**config.mk**
```make
export PLATFORM = sky130hd
export DESIGN_NAME = program_loader
export DESIGN_NICKNAME = d
export VERILOG_FILES = /design/src/rtl/program_loader_pkg.sv /design/src/rtl/loader_checksum.sv /design/src/rtl/program_loader.sv
export SDC_FILE = /design/constraint.sdc
export NUM_CORES = 1
export LEC_CHECK = 0
export CAP_MARGIN = 20
export CORE_MARGIN = 8
export CORE_UTILIZATION = 54
export CTS_CLUSTER_DIAMETER = 150
export CTS_CLUSTER_SIZE = 24
export DETAILED_ROUTE_END_ITERATION = 8
export GPL_TIMING_DRIVEN = 0
export PLACE_DENSITY_LB_ADDON = 0.12
export SYNTH_ARGS = -nofsm -noshare
export SYNTH_HDL_FRONTEND = slang
export SYNTH_SLANG_ARGS = --single-unit
```
**constraint.sdc**
```tcl
create_clock -name clk -period 2.8 [get_ports clk]
set_input_delay 0.56 -clock clk [delete_from_list [all_inputs] [get_ports clk]]
set_output_delay 0.56 -clock clk [all_outputs]
set_load 0.01 [all_outputs]
```
**src/rtl/program_loader_pkg.sv**
```systemverilog
// Shared definitions for the boot loader: state encoding and bus widths common with RISC_SPM.
// No logic; imported by program_loader and loader_checksum.
package program_loader_pkg;

    localparam int WORD_SIZE = 8;
    localparam int ADDR_SIZE = 8;

    typedef logic [2:0] state_t;

    localparam state_t ST_IDLE = 3'd0;
    localparam state_t ST_LEN  = 3'd1;
    localparam state_t ST_DATA = 3'd2;
    localparam state_t ST_CSUM = 3'd3;
    localparam state_t ST_DONE = 3'd4;
    localparam state_t ST_ERR  = 3'd5;

endpackage

```
**src/rtl/loader_checksum.sv**
```systemverilog
// Modular byte-sum accumulator with synchronous clear and add-enable; sum updates on the accepting edge.
// Compare output is combinational against i_cmp_data; no flow control of its own.
module loader_checksum
    import program_loader_pkg::*;
#(
    parameter int word_size = WORD_SIZE
) (
    input  logic                 clk,
    input  logic                 rst,
    input  logic                 i_clr,
    input  logic                 i_add_en,
    input  logic [word_size-1:0] i_data,
    input  logic [word_size-1:0] i_cmp_data,
    output logic                 o_match
);

    logic [word_size-1:0] r_sum;

    always_ff @(posedge clk or negedge rst) begin
        if (!rst) begin
            r_sum <= '0;
        end else if (i_clr) begin
            r_sum <= '0;
        end else if (i_add_en) begin
            r_sum <= r_sum + i_data;
        end
    end

    assign o_match = (r_sum == i_cmp_data);

endmodule

```
**src/rtl/program_loader.sv**
```systemverilog
// Boot loader: LEN / data / CSUM byte stream into memory, one-cycle write latency per accepted byte.
// in_ready high only while collecting a frame; the source may stall indefinitely with the CPU held.
module program_loader
    import program_loader_pkg::*;
#(
    parameter int word_size = WORD_SIZE,
    parameter int addr_size = ADDR_SIZE,
    parameter int BASE_ADDR = 0
) (
    input  logic                 clk,
    input  logic                 rst,
    input  logic                 start,
    input  logic                 in_valid,
    input  logic [word_size-1:0] in_data,
    output logic                 in_ready,
    output logic [addr_size-1:0] mem_address,
    output logic [word_size-1:0] mem_data_in,
    output logic                 mem_write,
    output logic                 cpu_hold,
    output logic                 done,
    output logic                 error
);

    localparam logic [addr_size-1:0] LP_BASE = addr_size'(BASE_ADDR);
    localparam logic [addr_size-1:0] LP_ONE  = addr_size'(1);

    state_t r_state;
    state_t w_next_state;

    logic [addr_size-1:0] r_len;
    logic [addr_size-1:0] r_idx;
    logic                 r_mem_write;
    logic [addr_size-1:0] r_mem_address;
    logic [word_size-1:0] r_mem_data_in;

    logic w_in_ready;
    logic w_accept;
    logic w_start_load;
    logic w_last;
    logic w_data_acc;
    logic w_csum_match;

    assign w_accept     = in_valid && w_in_ready;
    assign w_data_acc   = w_accept && (r_state == ST_DATA);
    // LEN of 0 encodes a full 2^addr_size image, which falls out of the modular compare.
    assign w_last       = (r_idx == (r_len - LP_ONE));
    assign w_start_load = start && ((r_state == ST_IDLE) || (r_state == ST_DONE) || (r_state == ST_ERR));

    always_ff @(posedge clk or negedge rst) begin
        if (!rst) begin
            r_state <= ST_IDLE;
        end else begin
            r_state <= w_next_state;
        end
    end

    always_comb begin
        w_next_state = r_state;
        case (r_state)
            ST_IDLE, ST_DONE, ST_ERR: begin
                if (start) begin
                    w_next_state = ST_LEN;
                end
            end
            ST_LEN: begin
                if (w_accept) begin
                    w_next_state = ST_DATA;
                end
            end
            ST_DATA: begin
                if (w_accept && w_last) begin
                    w_next_state = ST_CSUM;
                end
            end
            ST_CSUM: begin
                if (w_accept) begin
                    w_next_state = w_csum_match ? ST_DONE : ST_ERR;
                end
            end
            default: begin
                w_next_state = ST_IDLE;
            end
        endcase
    end

    always_comb begin
        w_in_ready = 1'b0;
        cpu_hold   = 1'b1;
        done       = 1'b0;
        error      = 1'b0;
        case (r_state)
            ST_LEN, ST_DATA, ST_CSUM: begin
                w_in_ready = 1'b1;
            end
            ST_DONE: begin
                done     = 1'b1;
                cpu_hold = 1'b0;
            end
            ST_ERR: begin
                error = 1'b1;
            end
            default: begin
                w_in_ready = 1'b0;
            end
        endcase
    end

    always_ff @(posedge clk or negedge rst) begin
        if (!rst) begin
            r_len <= '0;
            r_idx <= '0;
        end else begin
            if (w_start_load) begin
                r_idx <= '0;
            end else if (w_data_acc) begin
                r_idx <= r_idx + LP_ONE;
            end
            if (w_accept && (r_state == ST_LEN)) begin
                r_len <= addr_size'(in_data);
            end
        end
    end

    // Address and data hold their last values between strobes.
    always_ff @(posedge clk or negedge rst) begin
        if (!rst) begin
            r_mem_write   <= 1'b0;
            r_mem_address <= '0;
            r_mem_data_in <= '0;
        end else begin
            r_mem_write <= w_data_acc;
            if (w_data_acc) begin
                r_mem_address <= LP_BASE + r_idx;
                r_mem_data_in <= in_data;
            end
        end
    end

    loader_checksum #(
        .word_size (word_size)
    ) u_checksum (
        .clk        (clk),
        .rst        (rst),
        .i_clr      (w_start_load),
        .i_add_en   (w_data_acc),
        .i_data     (in_data),
        .i_cmp_data (in_data),
        .o_match    (w_csum_match)
    );

    assign in_ready    = w_in_ready;
    assign mem_write   = r_mem_write;
    assign mem_address = r_mem_address;
    assign mem_data_in = r_mem_data_in;

endmodule

```
==> results of run 1 <==
[cell families (layout without fill, tap and decap cells)]
logic type	count (synthesis)	in the layout	share of synthesized area, %
flops	44	44	46.10
compound gates	45	45	14.09
fa+ha+maj	10	10	5.553
xor+xnor	20	20	7.334
mux	22	22	10.37
simple gates	62	62	13.99
buf+inv	11	52	2.566
[state kept, by name (all words and copies together) (netlist names)]
register / count
mem_address: 8
mem_data_in: 8
mem_write: 1
r_idx: 8
r_len: 8
r_state: 3
u_checksum.r_sum: 8
[synthesized netlist by cell type, types with 2 or more instances]
cell type	number
dfrtp_1	44
nor2_1	19
o21ai_0	12
mux2_1	11
mux2_2	11
xor2_1	11
nand2_1	10
ha_1	9
xnor2_1	9
a22o_1	6
nor2b_1	5
buf_2	4
nor3_1	4
a211oi_1	3
a21o_1	3
a21oi_1	3
inv_1	3
nand2b_1	3
nand3_1	3
a211o_1	2
a31o_2	2
a32o_1	2
buf_4	2
nand4_1	2
nor3b_1	2
nor4bb_1	2
[layout make-up]
class | instances | area (µm²)
inverters | 3 | 11.26
repair buffers | 33 | 335.3
clock inverters | 2 | 38.79
fillers | 366 | 1384
well taps | 52 | 65.06
flip-flops and latches | 44 | 1101
plain buffers | 8 | 50.05
multi-input cells | 159 | 1226
clock buffers | 6 | 82.58
[layer usage]
| metal | up-vias | part of all wire, % | track usage, % |
|---|---|---|---|
| li1 | 863 | - | - |
| met1 | 905 | 45 | 22.29 |
| met2 | 46 | 47 | 27.25 |
| met3 | 7 | 5.8 | 3.680 |
| met4 | 0 | 1.6 | 6.724 |
| met5 | - | 0 | 0 |
[worst max-delay path: stages]
cell             delay [ns]
clkdlybuf4s50_1        0.47
ha_1                   0.28
fa_1                   0.42
a21o_1                 0.18
a21o_1                 0.19
a21oi_1                0.23
nor4bb_1               0.08
or3_1                  0.37
[report_power, final]
| group | switching, W | internal [W] |
|---|---|---|
| sequential | 0.000175 | 0.000854 |
| combinational | 0.000669 | 0.000702 |
| clock | 0.000227 | 0.000292 |
| total | 0.00107 | 0.00185 |
[through the flow]
step           cells  hold slack [ns]  cell area [µm²]  setup TNS, ns  worst slack, ns
2_1_floorplan    214           0.2644             2389              0           0.5890
3_3_place_gp     298           0.4673             2774        -0.5724         -0.04359
3_5_place_dp     299           0.4665             2789       -0.08456         -0.08456
4_1_cts          307           0.1315             2910              0           0.2412
5_1_grt          307           0.1389             2910              0           0.1580
6_report         307           0.1280             2910              0           0.2216
[final timing paths]
path	start	to	cells past startpoint
worst min-delay path	rst	u_checksum.r_sum[5]	1
worst max-delay path	in_data[0]	u_checksum.r_sum[6]	8
worst max register to register	u_checksum.r_sum[0]	u_checksum.r_sum[6]	7
max in group asynchronous	rst	r_idx[4]	2
worst min register to register	mem_data_in[0]	mem_data_in[0]	1
min in group clk	mem_data_in[0]	mem_data_in[0]	1
==> results.md, run 1 <==
- Netlist Area Pre-Place: 2389 µm²
- Count of buffers from port buffering: 32
- Initial Util: 55.62%
- Synth Warn #: 0
- Vias per inst: 5.932
- RSZ-0062 raised after global routing: no
- Max-slew headroom: 57.29%
- Worst Path Arrival: 2.77 ns
- Synth area leader: dfrtp_1
- CP Capture Type: register
- CTS max path bufs: 2
- Most frequent cells in the layout: 44 x dfrtp_1, 31 x clkdlybuf4s50_1, 19 x nor2_1
- CTS Buf Count: 5
- Mapped Cells: 214
- Fin. Hold Viols: 0
- Cts hold-fix bufs: 0
- Sink Count: 44
- DRT Pass-1 Iters: 4
- VDD IR max: 0.4865 mV
- Sequential element share of the synthesized area: 46.10%
- Pin count of the biggest net entering global routing: 34
- Gp weighted congestion: 0.8633
- Share of cells above drive strength 1: 14.12%
- # nets final: 276
- Post-synthesis async set-or-reset flop share: 100.0%
- # IOs: 33
- Skew final: 0.01112 ns
- Hold crit path type: input pin to async pin
- Slew Limit Fails: 0
- Syn nets: 236
- Synthesized area per cell: 11.16 µm²
- Global-route wire length before repair: 8949 µm
- Main synth FF type: dfrtp_1
- Yosys reg bits: 44
- Worst R2R Setup Slack: 0.60 ns
- Critical path class: input pin to register
- LEAKAGE: 1.303 nW
- Root buf cell: clkbuf_8
- Power per cell area: 1003 nW/µm²
- Min Clock Period, post-route: 2.578 ns
- Area grow syn2layout: 21.84%
- Pwr Total: 0.002919 W
- Yosys cell types: 53
- H-tree levels: 2
- Postcts setup bufs: 0
- Startpoint type of the worst setup path: input pin
- Worst skew pair latency: 0.31 ns
- CTS resizes: 0
- Post-synth EDFFs: 0
- Final Cycle Share: 92.09%
- Post-route DRC violation count: 0
- Top post-synthesis cells by area: dfrtp_1 46%, mux2_1 5.2%, mux2_2 5.2%
- Slew @ Worst Pin: 0.6383 ns
- Core Region: 4294 µm²
- HPWL Detailed: 3882 µm
- Worst path required time: 2.99 ns
- Initial antenna violation count: 0
- Fin util: 67.77%
- CP Max Fanout: 3
- Yosys top cell area share: 46.10%
- Routed WL: 5273 µm
- Vias in the first global route: 1812
- Row count: 24
- # setup viols final: 0
- Max_cap viols: 0
- Die area: 6807 µm²
- Diode count: 0
- CTS tree: done
- Max Clock Freq: 0.3878 GHz
- Run status: completed
- Height of the die: 82.51 µm
- Register clock-pin slew on the reported worst setup and hold paths: 0.09 ns
- Most common cell after layout, fill and taps aside: dfrtp_1
- Via count: 1821
- Post-DRT Antenna Nets: 0
- Die width: 82.51 µm
- Initial DRC count: 101
- GR Util All Layers: 17.13%
- WL/cell: 17.18 µm
- Total gr overflow: 0
(Power assumes the default switching activity.)
==> run 2, diff against run 1 <==
CAP_MARGIN = default   (was 20)
==> results of run 2 <==
Final layout, timing and power as in run 1 (identical DEF).
==> run 3, diff against run 2 <==
PLACE_DENSITY = 0.77   (was default)
PLACE_DENSITY_LB_ADDON = default   (was 0.12)
SKIP_LAST_GASP = 1   (was default)
==> results.md, run 3 (same netlist as run 1, synthesis figures left out) <==
- Worst hold slack: 0.2023 ns (+0.07434 ns)
- CP delay by family, top: adder cells
- Power per cell area: 966.4 nW/µm² (-3.7%)
- Register clock-pin slew on the reported worst setup and hold paths: 0.08 ns (about the same)
- WP buf/inv: 1 (unchanged)
- Global-route wire length before repair: 8721 µm (-2.5%)
- Diode count: 0 (unchanged)
- Worst Path Arrival: 2.70 ns (-0.07 ns)
- LEAKAGE: 1.282 nW (-1.6%)
- Placed cell count: 299 (unchanged)
- Post-route DRC violation count: 0 (unchanged)
- Worst skew pair latency: 0.30 ns (about the same)
- Skew final: 0.006524 ns (-0.004594 ns)
- Die width: 82.51 µm (unchanged)
- Die area: 6807 µm² (unchanged)
- Post-DRT Antenna Nets: 0 (unchanged)
- Most common cell after layout, fill and taps aside: dfrtp_1
- Root buf cell: clkbuf_8
- Count of buffers from port buffering: 32 (unchanged)
- Multi-input logic area: 1226 µm² (unchanged)
- Reg2reg end: u_checksum.r_sum[6]
- Share of cells above drive strength 1: 13.78% (-0.34 points)
- Initial antenna violation count: 0 (unchanged)
- FF-to-FF Start: u_checksum.r_sum[0]
- # setup viols final: 0 (unchanged)
- Area grow syn2layout: 20.17%
- WL/cell: 16.63 µm (-3.2%)
- Fin. Hold Viols: 0 (unchanged)
- Slew Limit Fails: 0 (unchanged)
- Worst R2R Setup Slack: 0.67 ns (+0.07 ns)
- CP Max Fanout: 3 (unchanged)
- CP Capture Type: register
- # IOs: 33 (unchanged)
- CTS Buf Count: 5 (unchanged)
- CTS tree: done
- Critical path's slowest cell: clkdlybuf4s50_1
- Setup ws final: 0.2832 ns (+0.06163 ns)
- Slew @ Worst Pin: 0.6318 ns (-0.006471 ns)
- CP most frequent cell: a21o_1
- Max-slew headroom: 57.73% (+0.43 points)
- Hold crit path type: input pin to async pin
- Cts hold-fix bufs: 0 (unchanged)
- Height of the die: 82.51 µm (unchanged)
- GR Util All Layers: 16.71% (-0.42 points)
- CTS resizes: 0 (unchanged)
- Routed WL: 5090 µm (-3.5%)
- Core Region: 4294 µm² (unchanged)
- Row count: 24 (unchanged)
- Pin count of the biggest net entering global routing: 27 (-21%)
- Final Cycle Share: 89.89% (-2.2 points)
- Initial DRC count: 124 (+23%)
- Run status: completed
- Post-route insts no fill: 306 (-0.33%)
- Worst path required time: 2.98 ns (about the same)
- VDD IR max: 0.5258 mV (+8.1%)
- HPWL Detailed: 3734 µm (-3.8%)
- FF+latch area: 1101 µm² (unchanged)
- Critical path class: input pin to register
- Place WS: -0.03739 ns (+0.04716 ns)
- Gp weighted congestion: 0.8334 (-3.5%)
- H-tree levels: 2 (unchanged)
- Crit path cell chain: clkdlybuf4s50_1, ha_1, fa_1, a21o_1, a21o_1, a21oi_1, nor4bb_1, or3_1
- Fill cell total of the finished layout: 354 (-3.3%)
- Initial Util: 55.62% (unchanged)
- Postcts setup bufs: 0 (unchanged)
- # nets final: 276 (unchanged)
- Most frequent cells in the layout: 44 x dfrtp_1, 31 x clkdlybuf4s50_1, 19 x nor2_1
- CTS max path bufs: 2 (unchanged)
- RSZ-0062 raised after global routing: no
- Via count: 1770 (-2.8%)
- Total gr overflow: 0 (unchanged)
- Max Clock Freq: 0.3973 GHz (+2.4%)
- Vias per inst: 5.784 (-2.5%)
- Startpoint type of the worst setup path: input pin
- Max_cap viols: 0 (unchanged)
- Sink Count: 44 (unchanged)
- DRT Pass-1 Iters: 4 (unchanged)
- Max incr delay on CP: 0.46 ns (about the same)
- Min Clock Period, post-route: 2.517 ns (-0.06163 ns)
- Worst Reg-to-Reg Cells: 7 (unchanged)
- Vias in the first global route: 1782 (-1.7%)
==> run 3: changes by cell type in the layout (fill, tap and decap cells not counted), sizes merged <==
cell / delta
clkbuf: -1
bufinv: -1
clkinvlp: +1
==> run 3: worst register-to-register path: stages (launching register included) <==
cell and delay, ns:
dfrtp_1 0.39, ha_1 0.23, fa_1 0.43, a21o_1 0.18, a21o_1 0.19, a21oi_1 0.17, nor4bb_1 0.07, or3_1 0.36
==> run 3: how the worst max path moves through the flow <==
stage | endpoint | slack, ns | from | cells past startpoint
6_report | u_checksum.r_sum[6] | 0.28 | in_data[0] | 8
5_1_grt | u_checksum.r_sum[6] | 0.16 | in_data[0] | 8
4_1_cts | u_checksum.r_sum[6] | 0.28 | in_data[0] | 8
3_5_place_dp | u_checksum.r_sum[6] | -0.04 | in_data[0] | 8
3_3_place_gp | u_checksum.r_sum[6] | -0.03 | in_data[0] | 8
2_1_floorplan | u_checksum.r_sum[6] | 0.59 | in_data[0] | 7
==> run 3: final cells by class <==
class,instances,share of cell area (%)
well taps,52,2.267
clock buffers,5,2.398
flip-flops and latches,44,38.36
inverters,3,0.3923
repair buffers,33,11.68
clock inverters,2,0.4359
multi-input cells,159,42.72
plain buffers,8,1.744
==> run 3: routing by layer <==
| metal | up-vias | share of wire [%] | global-route usage (%) |
|---|---|---|---|
| met5 | - | 0 | 0 |
| met4 | 0 | 1.7 | 6.207 |
| met3 | 9 | 5.4 | 3.571 |
| met2 | 39 | 47 | 26.47 |
| met1 | 857 | 46 | 22.02 |
| li1 | 865 | - | - |
==> run 3: power breakdown <==
group          leakage, nW  internal (W)  switching [W]  total (W)
clock network       0.0400      0.000169       0.000212   0.000381
logic                0.676      0.000701       0.000654    0.00136
registers            0.566      0.000855       0.000182    0.00104
total                 1.28       0.00172        0.00105    0.00277
==> run 3: through the flow <==
stage                     util [%]  power, W  cell area, µm²  TNS [ns]
after global routing         66.84  0.003002            2870         0
after CTS                    66.84  0.002791            2870         0
after detailed placement     64.95  0.002402            2789  -0.03739
after global placement       64.60  0.002362            2774  -0.02624
final                        66.84  0.002774            2870         0
after floorplan                  -  0.001943            2389         0
